<file path="src/rtl/axis_bram_line_packer.sv">
// Packs WORDS_PER_LINE stream words into one BRAM line and writes lines over [start, bound].
// One write cycle per line (tready low there), so a line costs WORDS_PER_LINE+1 cycles.
module axis_bram_line_packer #(
    parameter int DATA_WIDTH       = 16,
    parameter int WORDS_PER_LINE   = 36,
    parameter int BRAM_ADDR_LENGTH = 12
) (
    input  logic                                 clk,
    input  logic                                 rst,
    input  logic                                 start,
    input  logic [BRAM_ADDR_LENGTH-1:0]          bram_start_index,
    input  logic [BRAM_ADDR_LENGTH-1:0]          bram_bound_index,
    input  logic [DATA_WIDTH-1:0]                s_axis_tdata,
    input  logic                                 s_axis_tvalid,
    input  logic                                 s_axis_tlast,
    output logic                                 s_axis_tready,
    output logic                                 bram_en,
    output logic                                 bram_wen,
    output logic [BRAM_ADDR_LENGTH-1:0]          bram_index,
    output logic [DATA_WIDTH*WORDS_PER_LINE-1:0] bram_wdata,
    output logic                                 busy,
    output logic                                 done,
    output logic                                 tlast_mismatch
);
    localparam int LINE_W = DATA_WIDTH * WORDS_PER_LINE;
    localparam int CNT_W  = $clog2(WORDS_PER_LINE);
    localparam logic [CNT_W-1:0] LAST_SLOT = CNT_W'(WORDS_PER_LINE - 1);

    localparam logic [1:0] S_IDLE  = 2'd0;
    localparam logic [1:0] S_FILL  = 2'd1;
    localparam logic [1:0] S_WRITE = 2'd2;
    localparam logic [1:0] S_DONE  = 2'd3;

    logic [1:0]                  state_q, state_d;
    logic [CNT_W-1:0]            cnt_q, cnt_d;
    logic [LINE_W-1:0]           buf_q, buf_d;
    logic [BRAM_ADDR_LENGTH-1:0] idx_q, idx_d;
    logic [BRAM_ADDR_LENGTH-1:0] bound_q, bound_d;
    logic                        tl_q, tl_d;
    logic                        err_q, err_d;
    logic                        en_q, en_d;
    logic                        done_q, done_d;
    logic                        hs;
    logic                        last_slot;

    assign s_axis_tready = (state_q == S_FILL);
    assign hs            = s_axis_tvalid && s_axis_tready;
    assign last_slot     = (cnt_q == LAST_SLOT);

    always_comb begin
        state_d = state_q;
        cnt_d   = cnt_q;
        buf_d   = buf_q;
        idx_d   = idx_q;
        bound_d = bound_q;
        tl_d    = tl_q;
        err_d   = err_q;
        case (state_q)
            S_IDLE: begin
                if (start) begin
                    idx_d   = bram_start_index;
                    bound_d = bram_bound_index;
                    cnt_d   = '0;
                    buf_d   = '0;
                    tl_d    = 1'b0;
                    err_d   = 1'b0;
                    state_d = S_FILL;
                end
            end
            S_FILL: begin
                if (hs) begin
                    buf_d[int'(cnt_q) * DATA_WIDTH +: DATA_WIDTH] = s_axis_tdata;
                    cnt_d = cnt_q + 1'b1;
                    if (last_slot || s_axis_tlast) begin
                        state_d = S_WRITE;
                        tl_d    = s_axis_tlast;
                        // Partial line, packet ending short of bound, or region full before tlast.
                        if (s_axis_tlast && (!last_slot || idx_q != bound_q))
                            err_d = 1'b1;
                        if (!s_axis_tlast && idx_q == bound_q)
                            err_d = 1'b1;
                    end
                end
            end
            S_WRITE: begin
                buf_d = '0;
                cnt_d = '0;
                if (tl_q || idx_q == bound_q) begin
                    state_d = S_DONE;
                end else begin
                    idx_d   = idx_q + 1'b1;
                    state_d = S_FILL;
                end
            end
            S_DONE:  state_d = S_IDLE;
            default: state_d = S_IDLE;
        endcase
        en_d   = (state_d == S_WRITE);
        done_d = (state_d == S_DONE);
    end

    always_ff @(posedge clk or posedge rst) begin
        if (rst) begin
            state_q <= S_IDLE;
            cnt_q   <= '0;
            buf_q   <= '0;
            idx_q   <= '0;
            bound_q <= '0;
            tl_q    <= 1'b0;
            err_q   <= 1'b0;
            en_q    <= 1'b0;
            done_q  <= 1'b0;
        end else begin
            state_q <= state_d;
            cnt_q   <= cnt_d;
            buf_q   <= buf_d;
            idx_q   <= idx_d;
            bound_q <= bound_d;
            tl_q    <= tl_d;
            err_q   <= err_d;
            en_q    <= en_d;
            done_q  <= done_d;
        end
    end

    assign bram_en        = en_q;
    assign bram_wen       = en_q;
    assign bram_index     = idx_q;
    assign bram_wdata     = buf_q;
    assign busy           = (state_q != S_IDLE);
    assign done           = done_q;
    assign tlast_mismatch = err_q;
endmodule

</file>
<file path="config.mk">
export PLATFORM = sky130hd
export DESIGN_NAME = axis_bram_line_packer
export DESIGN_NICKNAME = d
export VERILOG_FILES = /design/src/rtl/axis_bram_line_packer.sv
export SDC_FILE = /design/constraint.sdc
export NUM_CORES = 1
export LEC_CHECK = 0
export BUFFER_PORTS_ARGS = -buffer_cell sky130_fd_sc_hd__buf_4
export CAP_MARGIN = 20
export CORE_AREA = 8 8 244 246
export CTS_BUF_LIST = sky130_fd_sc_hd__clkbuf_8 sky130_fd_sc_hd__clkbuf_16
export CTS_CLUSTER_SIZE = 10
export DETAILED_ROUTE_END_ITERATION = 8
export DIE_AREA = 0 0 252 254
export GPL_TIMING_DRIVEN = 1
export PLACE_DENSITY = 0.71
export SYNTH_ARGS = -nofsm -noshare
export SYNTH_HDL_FRONTEND = slang
export SYNTH_SLANG_ARGS = --single-unit
export TNS_END_PERCENT = 100
</file>
<file path="constraint.sdc">
create_clock -name clk -period 26.3 [get_ports clk]
set_input_delay 5.26 -clock clk [delete_from_list [all_inputs] [get_ports clk]]
set_output_delay 5.26 -clock clk [all_outputs]
set_load 0.02 [all_outputs]
</file>
==> results.json, run 1 <==
{
  "holdPathEnd": "bram_wdata[1]",
  "area_growth_pct": 29.1,
  "clockBufferDepth": 3,
  "syn-cell-area_sq_mm": 0.0260,
  "clkLatencyLatePin_ps": 600,
  "reg2reg_from": "cnt_q[2]",
  "grt_pass1_wl_mm": 147,
  "drtAntennaViolNets": 0,
  "ys_types": 70,
  "antenna_found_initial": 2,
  "dieArea_sq_mm": 0.0640,
  "maxCapViolCount": 0,
  "wl_per_cell_um": 24.5,
  "ir_drop_uv": 56.2,
  "fin_tns_setup_ps": 0,
  "synth-seq-cells": 612,
  "wirelength_mm": 98.5,
  "grt_use_total_pct": 29.9,
  "r2r_setup_slack_ps": 22030,
  "maxSlewHeadroom_pct": 21.4,
  "postSynthCellCount": 2698,
  "skew_ps": 19.5,
  "ctsResizeCount": 0,
  "cts_max_level": 3,
  "setup_violations": 0,
  "p_per_area_mw_per_mm2": 78.5,
  "die_w_um": 252,
  "min_from": "bram_wdata[1]",
  "floorplan.initialDensity_pct": 46.7,
  "drv_slew": 0,
  "drt_first_pass_iters": 6,
  "p_leak_nw": 15.9,
  "synth_seq_area_share_pct": 58.9,
  "drc_errors": 0,
  "worstPathCellList": "buf_4 > inv_8 > buf_4 > buf_4 > buf_16 > buf_4",
  "fin_ws_ps": 18300,
  "start_kind": "input port",
  "port_buffers": 638,
  "cts_setup_buffers": 0,
  "rows": 87,
  "rsz0062_at_grt": "no",
  "fin_crit_ps": 8000,
  "core_sq_mm": 0.0557,
  "dp_hpwl_mm": 66.7,
  "cts_inserted_buffers": 72,
  "cts_root_buf": "clkbuf_16",
  "place_ws_ps": 17330,
  "yosysWarnings": 0,
  "viasPerCell": 5.72,
  "synth_edf_count": 0,
  "cts_tree": "built",
  "clkSinkCount": 612,
  "overflow": 0,
  "slowest_stage": "buf_4",
  "cpPeakStageDelay_ps": 870,
  "final_util_pct": 60.3,
  "grt_start_max_net_pins": 116,
  "hold_path_class": "register to register",
  "hold_viol_final": 0,
  "worst-r2r-cell-count": 8,
  "cts.clk_slew.worst_paths_ps": 60,
  "end_kind": "async pin",
  "cp.required_ps": 26880,
  "syn_area_per_cell_sq_um": 9.64,
  "grt_pass1_vias": 22963,
  "period_share_pct": 30.4,
  "max_freq_ghz": 0.125,
  "nets": 3292,
  "worstMarginPinSlew_ps": 1180,
  "whs_path_depth": 2,
  "via_count": 22936,
  "crit_type": "input port to async pin",
  "ctsHoldBuffers": 0,
  "timing.rr.end": "bram_wdata[153]",
  "synthFlopType": "dfrtp_1",
  "drive_gt1_share_pct": 26.9,
  "path_max_fanout": 115,
  "drt-initial-drc-count": 2186,
  "n_fill_cell": 4691,
  "cp_common_cell": "buf_4",
  "cp.arrival_ps": 8590,
  "boundaryPins": 639,
  "place.gp.congestion": 0.951,
  "async_flop_share_pct": 100,
  "syn_nets": 2747,
  "die_y_um": 254,
  "status": "completed"
}
-- cells in the final DEF (no fill, tap or decap), types with 23 or more instances in the layout --
cell type / n
a22o_1: 23
buf_4: 682
clkbuf_16: 73
dfrtp_1: 612
inv_1: 125
mux2i_1: 82
nand2_1: 751
nand3_1: 100
nand4_1: 41
nor2_1: 53
o21ai_0: 317
o31ai_1: 136
-- worst max-delay path by stage --
| stage | endpoint | from | cells after the start |
|---|---|---|---|
| 5_1_grt | bram_wdata[227] | rst | 6 |
| 2_1_floorplan | bound_q[0] | rst | 1 |
| 4_1_cts | bram_wdata[141] | rst | 5 |
| 6_report | bram_wdata[227] | rst | 6 |
| 3_5_place_dp | bram_wdata[230] | rst | 5 |
| 3_3_place_gp | bram_wdata[227] | rst | 5 |
-- metal layers --
layer,global-route usage [%],vias up,part of all wire (%)
li1,-,10168,-
met1,37.5,11420,39
met2,48.7,1112,48
met3,7.03,236,8.4
met4,14.3,0,4.5
met5,0,-,0
-- report_power, final --
part           switching, mW  internal (mW)
Sequential            0.0489          0.972
Combinational          0.552          0.192
Clock                  0.375          0.498
Total                  0.976           1.66
-- stage by stage --
stage | power, mW | hold slack (ps) | instance area [sq um] | std cells
floorplan | 1.49 | 465 | 26000 | 2698
global placement | 1.73 | 459 | 31300 | 3908
detailed placement | 1.75 | 462 | 31400 | 3916
CTS | 2.63 | 474 | 33400 | 4002
global route | 2.74 | 495 | 33600 | 4013
finish | 2.64 | 473 | 33600 | 4013
-- synthesized netlist by cell type, types with 2 or more instances --
library cell	n	area [sq um]
mux2i_1	82	821
nor4_2	4	50.1
nor2b_1	5	31.3
nand3_1	100	500
a22oi_1	4	30.0
nor2_2	2	12.5
nand2_1	751	2820
ha_1	4	50.1
o21ai_0	317	1590
and4_1	3	26.3
nor3b_1	4	30.0
a31oi_1	11	68.8
nor4_1	5	31.3
a31o_2	18	158
a31oi_2	2	25.0
buf_4	5	37.5
nor4_4	4	85.1
inv_1	121	454
a2bb2oi_1	2	17.5
o21ai_2	3	26.3
a21oi_1	18	90.1
nor2_1	53	199
buf_1	6	22.5
o31ai_1	136	1020
a211oi_1	3	22.5
xnor2_1	5	43.8
nand2b_1	6	37.5
nand4_1	41	257
or3b_2	2	17.5
buf_2	42	210
nand3b_1	3	22.5
or2_2	4	25.0
o21ai_1	17	85.1
mux2i_2	2	27.5
and3_1	11	68.8
dfrtp_1	612	15300
nor3_1	12	60.1
clkbuf_1	174	653
a221o_1	2	20.0
xor2_1	16	140
o22ai_1	3	18.8
a22o_1	23	201
mux2_2	18	203
a41oi_1	13	114
nor3_2	4	40.0
-- sequential cells by signal (all words and copies together) (netlist names) --
name,flops
bram_wdata,576
bound_q,12
bram_index,12
cnt_q,6
state_q,2
bram_en,1
done,1
tl_q,1
tlast_mismatch,1
-- critical path, delay by kind of cell --
family	cells	cell delay, ps
buffers and inverters	6	3130
-- layout make-up --
type | count | area (sq um) | area share, %
diodes | 2 | 5.00 | 0.0149
clock buffers | 74 | 1840 | 5.48
clock inverters | 12 | 119 | 0.354
inverters | 122 | 465 | 1.39
multi-input cells | 1736 | 9500 | 28.3
flip-flops and latches | 612 | 15300 | 45.6
well taps | 756 | 946 | 2.82
repair buffers | 699 | 5390 | 16.0
-- cell families after synthesis --
logic type / after synthesis / share of synthesized area, %
XOR/XNOR: 21 / 0.707
multiplexers: 103 / 4.08
buffers and inverters: 350 / 5.35
adder cells (fa/ha/maj): 4 / 0.192
AO/OA/AOI/OAI: 586 / 13.9
flip-flops: 612 / 58.9
AND/OR/NAND/NOR: 1022 / 16.9
(Power assumes the default switching activity.)
==> run 2: changes to the inputs <==
--- a/config.mk
+++ b/config.mk
@@ -7,13 +7,13 @@
 export LEC_CHECK = 0
 export BUFFER_PORTS_ARGS = -buffer_cell sky130_fd_sc_hd__buf_4
 export CAP_MARGIN = 20
-export CORE_AREA = 8 8 244 246
+export CORE_MARGIN = 8
+export CORE_UTILIZATION = 48
 export CTS_BUF_LIST = sky130_fd_sc_hd__clkbuf_8 sky130_fd_sc_hd__clkbuf_16
 export CTS_CLUSTER_SIZE = 10
 export DETAILED_ROUTE_END_ITERATION = 8
-export DIE_AREA = 0 0 252 254
 export GPL_TIMING_DRIVEN = 1
-export PLACE_DENSITY = 0.71
+export PLACE_DENSITY = 0.75
 export SYNTH_ARGS = -nofsm -noshare
 export SYNTH_HDL_FRONTEND = slang
 export SYNTH_SLANG_ARGS = --single-unit
==> constraint.sdc (replaced) <==
create_clock -name clk -period 7.3 [get_ports clk]
set_input_delay 1.46 -clock clk [delete_from_list [all_inputs] [get_ports clk]]
set_output_delay 1.46 -clock clk [all_outputs]
set_load 0.02 [all_outputs]
==> results.json, run 2 (same netlist as run 1, synthesis figures left out) <==
{
  "clockBufferDepth": 3,
  "cts_inserted_buffers": 73,
  "p_switching_mw": 3.47,
  "maxSlewHeadroom_pct": 24.7,
  "grt_start_max_net_pins": 178,
  "via_count": 23062,
  "path_max_fanout": 19,
  "maxCapViolCount": 0,
  "core_sq_mm": 0.0537,
  "final_util_pct": 62.5,
  "met2_usage_pct": 49.2,
  "rows": 85,
  "grt_use_total_pct": 30.7,
  "overflow": 0,
  "grt_pass1_wl_mm": 147,
  "antenna_found_initial": 4,
  "pwr-share-comb_pct": 27.8,
  "cts_setup_buffers": 0,
  "drt_first_pass_iters": 7,
  "die_w_um": 249,
  "period_share_pct": 57.1,
  "grt_pass1_vias": 22984,
  "ctsHoldBuffers": 0,
  "skew_ps": 12.1,
  "seqPwrFrac_pct": 38.5,
  "n_fill_cell": 4331,
  "met3_usage_pct": 7.90,
  "clkSinkCount": 612,
  "start_kind": "register",
  "rsz0062_at_grt": "no",
  "p_leak_nw": 15.9,
  "drive_gt1_share_pct": 26.9,
  "ir_drop_uv": 212,
  "hold_path_class": "register to register",
  "max_freq_ghz": 0.240,
  "use_met1_pct": 38.1,
  "cts_max_level": 3,
  "hold_viol_final": 0,
  "drv_slew": 0,
  "nets": 3291,
  "p_per_area_mw_per_mm2": 285,
  "cts_tree": "built",
  "viasPerCell": 5.82,
  "die_y_um": 249,
  "fin_tns_setup_ps": 0,
  "cp.required_ps": 7770,
  "wl_per_cell_um": 24.8,
  "fin_crit_ps": 4170,
  "power.internal_mw": 6.10,
  "mostFrequentLayoutCells": "nand2_1 (751), buf_4 (683), dfrtp_1 (612)",
  "crit_type": "register to register",
  "boundaryPins": 639,
  "drc_errors": 0,
  "cts.clk_slew.worst_paths_ps": 50,
  "clkLatencyLatePin_ps": 590,
  "cp.arrival_ps": 4640,
  "drtAntennaViolNets": 0,
  "final_common_cell": "nand2_1",
  "status": "completed",
  "end_kind": "register",
  "p_clk_share_pct": 33.8,
  "wirelength_mm": 98.3,
  "largest_reg_flops": 576,
  "setup_violations": 0,
  "dp_hpwl_mm": 66.0,
  "area_growth_pct": 29.1,
  "cts_root_buf": "clkbuf_16",
  "worstMarginPinSlew_ps": 1130,
  "floorplan.initialDensity_pct": 48.4,
  "port_buffers": 638,
  "drt-initial-drc-count": 2377,
  "ctsResizeCount": 0,
  "place.gp.congestion": 0.908,
  "top_usage_layer": "met2",
  "p_sw_share_pct": 36.3,
  "dieArea_sq_mm": 0.0619
}
==> run 2: changes by cell type in the layout (fill, tap and decap cells not counted), sizes merged <==
| cell | delta |
|---|---|
| clkbuf | +7 |
| inv | +3 |
| buf | -3 |
| clkinv | +1 |
==> run 2: final timing paths <==
| kind | startpoint | endpoint | slack (ps) | cells past startpoint |
|---|---|---|---|---|
| min | bram_wdata[223] | bram_wdata[223] | 480 | 2 |
| max reg2reg | cnt_q[2] | bram_wdata[150] | 3130 | 8 |
| min in group asynchronous | rst | bram_wdata[37] | 1090 | 2 |
| min reg2reg | bram_wdata[223] | bram_wdata[223] | 480 | 2 |
| max | cnt_q[2] | bram_wdata[150] | 3130 | 8 |
| max in group asynchronous | rst | bram_wdata[300] | 4670 | 3 |
==> run 2: critical path, stage by stage (launching register included) <==
cell and delay [ps]:
dfrtp_1 620, nor3_1 390, nor3b_1 240, ha_1 330, and3b_1 230, mux2i_2 760
nor3_1 220, a21oi_2 830, mux2_2 420
==> run 2: routing by layer <==
metal  wire, um  part of all wire, %
met1      37700                   38
met2      46400                   47
met3       8530                  8.7
met4       5690                  5.8
met5          0                    0
==> run 2: power by group through the flow <==
stage	logic [mW]	clock network (mW)	registers (mW)
6_report	2.66	3.23	3.68
4_1_cts	2.57	3.28	3.67
3_3_place_gp	2.50	0	3.72
3_5_place_dp	2.56	0	3.73
5_1_grt	2.84	3.40	3.69
2_1_floorplan	1.65	0	3.73
==> run 2: metrics by stage <==
stage	hold WS [ps]	worst slack [ps]	instances	total power [mW]	instance area, sq um
6_report	477	3130	3961	9.56	33600
5_1_grt	494	2930	3961	9.94	33600
4_1_cts	480	3150	3953	9.52	33400
3_5_place_dp	468	2800	3857	6.29	31400
3_3_place_gp	462	2870	3852	6.23	31300
2_1_floorplan	465	-2510	2698	5.39	26000
==> run 2: area by class of cell <==
class / instances / area [sq um] / share of cell area, %
diodes: 2 / 5.00 / 0.0149
clock inverters: 16 / 75.1 / 0.224
well taps: 696 / 871 / 2.59
multi-input cells: 1736 / 9490 / 28.3
inverters: 122 / 462 / 1.38
repair buffers: 697 / 5380 / 16.0
flip-flops and latches: 612 / 15300 / 45.6
clock buffers: 80 / 1970 / 5.86
==> run 3: changes to the inputs <==
==> constraint.sdc (replaced) <==
create_clock -name clk -period 3.58 [get_ports clk]
set_input_delay 0.716 -clock clk [delete_from_list [all_inputs] [get_ports clk]]
set_output_delay 0.716 -clock clk [all_outputs]
set_load 0.02 [all_outputs]
==> results.json, run 3 (same netlist as run 1, synthesis figures left out) <==
{
  "status": "completed",
  "drtAntennaViolNets": 0,
  "period_share_pct": 94.3,
  "cp.required_ps": 4060,
  "final_cells": 4000,
  "rsz0062_at_grt": "yes",
  "drive_gt1_share_pct": 28.0,
  "viasPerCell": 5.80,
  "clockBufferDepth": 3,
  "maxSlewHeadroom_pct": 24.7,
  "cp.arrival_ps": 3850,
  "dieArea_sq_mm": 0.0619,
  "fin_crit_ps": 3380,
  "drv_slew": 0,
  "core_sq_mm": 0.0537,
  "wirelength_mm": 98.9,
  "overflow": 0,
  "rows": 85,
  "dp_hpwl_mm": 67.6,
  "drt_first_pass_iters": 8,
  "via_count": 23184,
  "grt_pass1_wl_mm": 148,
  "nets": 3336,
  "fin_ws_ps": 203,
  "wl_per_cell_um": 24.7,
  "boundaryPins": 639,
  "start_kind": "register",
  "port_buffers": 638,
  "die_w_um": 249,
  "place_ws_ps": 288,
  "antenna_found_initial": 2,
  "dp_cells": 3908,
  "hold_path_class": "input port to async pin",
  "register_area_sq_mm": 0.0153,
  "mostFrequentLayoutCells": "nand2_1 (751), buf_4 (733), dfrtp_1 (612)",
  "cp-startpoint": "cnt_q[0]",
  "largest_reg_flops": 576,
  "worstMarginPinSlew_ps": 1130,
  "floorplan.initialDensity_pct": 48.4,
  "grt_pass1_vias": 23046,
  "hold_viol_final": 0,
  "end_kind": "register",
  "whs_ps": 272,
  "drc_errors": 0,
  "p_per_area_mw_per_mm2": 577,
  "p_total_mw": 19.5,
  "maxCapViolCount": 0,
  "die_y_um": 249,
  "cts.clk_slew.worst_paths_ps": 60,
  "max_freq_ghz": 0.296,
  "drt-initial-drc-count": 2318,
  "area_growth_pct": 30.2,
  "cts_max_level": 3,
  "crit_type": "register to register",
  "final_common_cell": "nand2_1",
  "path_max_fanout": 16,
  "place.gp.congestion": 0.913,
  "clkLatencyLatePin_ps": 600,
  "cts_tree": "built",
  "skew_ps": 21.2,
  "clkSinkCount": 612,
  "reg2reg_from": "cnt_q[0]",
  "setup_violations": 0,
  "cts_inserted_buffers": 72,
  "grt_start_max_net_pins": 99,
  "p_leak_nw": 16.1,
  "ir_drop_uv": 397,
  "grt_use_total_pct": 30.9,
  "cts_root_buf": "clkbuf_16",
  "multi_input_area_sq_mm": 0.00950,
  "n_fill_cell": 4242
}
-- run 3: cell type report --
class	count	area share, %
Clock inverter	12	0.329
Tap cell	696	2.57
Timing Repair Buffer	743	16.8
Sequential cell	612	45.2
Multi-Input combinational cell	1736	28.1
Clock buffer	77	5.59
Antenna cell	2	0.0148
Inverter	122	1.36
-- run 3: layer usage --
metal  share of wire [%]  track usage, %  vias up
li1                    -               -    10261
met1                  39            39.3    11454
met2                  48            49.6     1214
met3                 8.4            6.93      255
met4                 5.2            15.7        0
met5                   0               0        -
-- run 3: timing repair --
item | in CTS | in global routing
hold buffers | 0 | 0
resized for setup | 0 | 2
endpoints found under the setup margin | 0 | 10
setup buffers | 0 | 0
-- run 3: worst paths after layout --
path,end,slack (ps),depth (start not counted)
worst max-delay path,bram_wdata[88],200,9
worst min-delay path,bram_wdata[38],270,2
worst max register to register,bram_wdata[88],200,9
worst min register to register,bram_wdata[103],480,2
max in group asynchronous,bram_wdata[180],2160,4
min in group clk,bound_q[5],310,3
-- run 3: where the power goes --
group	switching, mW	leakage [nW]	internal (mW)
sequential	0.294	8.50	7.15
clock	2.76	1.00	3.74
combinational	4.10	6.59	1.50
-- run 3: through the flow --
step / setup TNS [ps] / area, sq um / utilization, %
final: 0 / 33900 / 63.0
after global routing: -82.8 / 33900 / 63.0
after CTS: 0 / 33800 / 63.0
after detailed placement: 0 / 31800 / 59.3
after global placement: 0 / 31800 / 59.2
after floorplan: -3358090 / 26000 / -
-- run 3: worst max-delay path, stage by stage, from the launching register on --
cell and delay, ps:
dfrtp_1 490, nor3_1 320, nor3b_1 270, ha_1 270, nor3b_1 310, mux2i_2 150
buf_4 220, nor3_2 900, nand3_1 160, o21ai_0 170
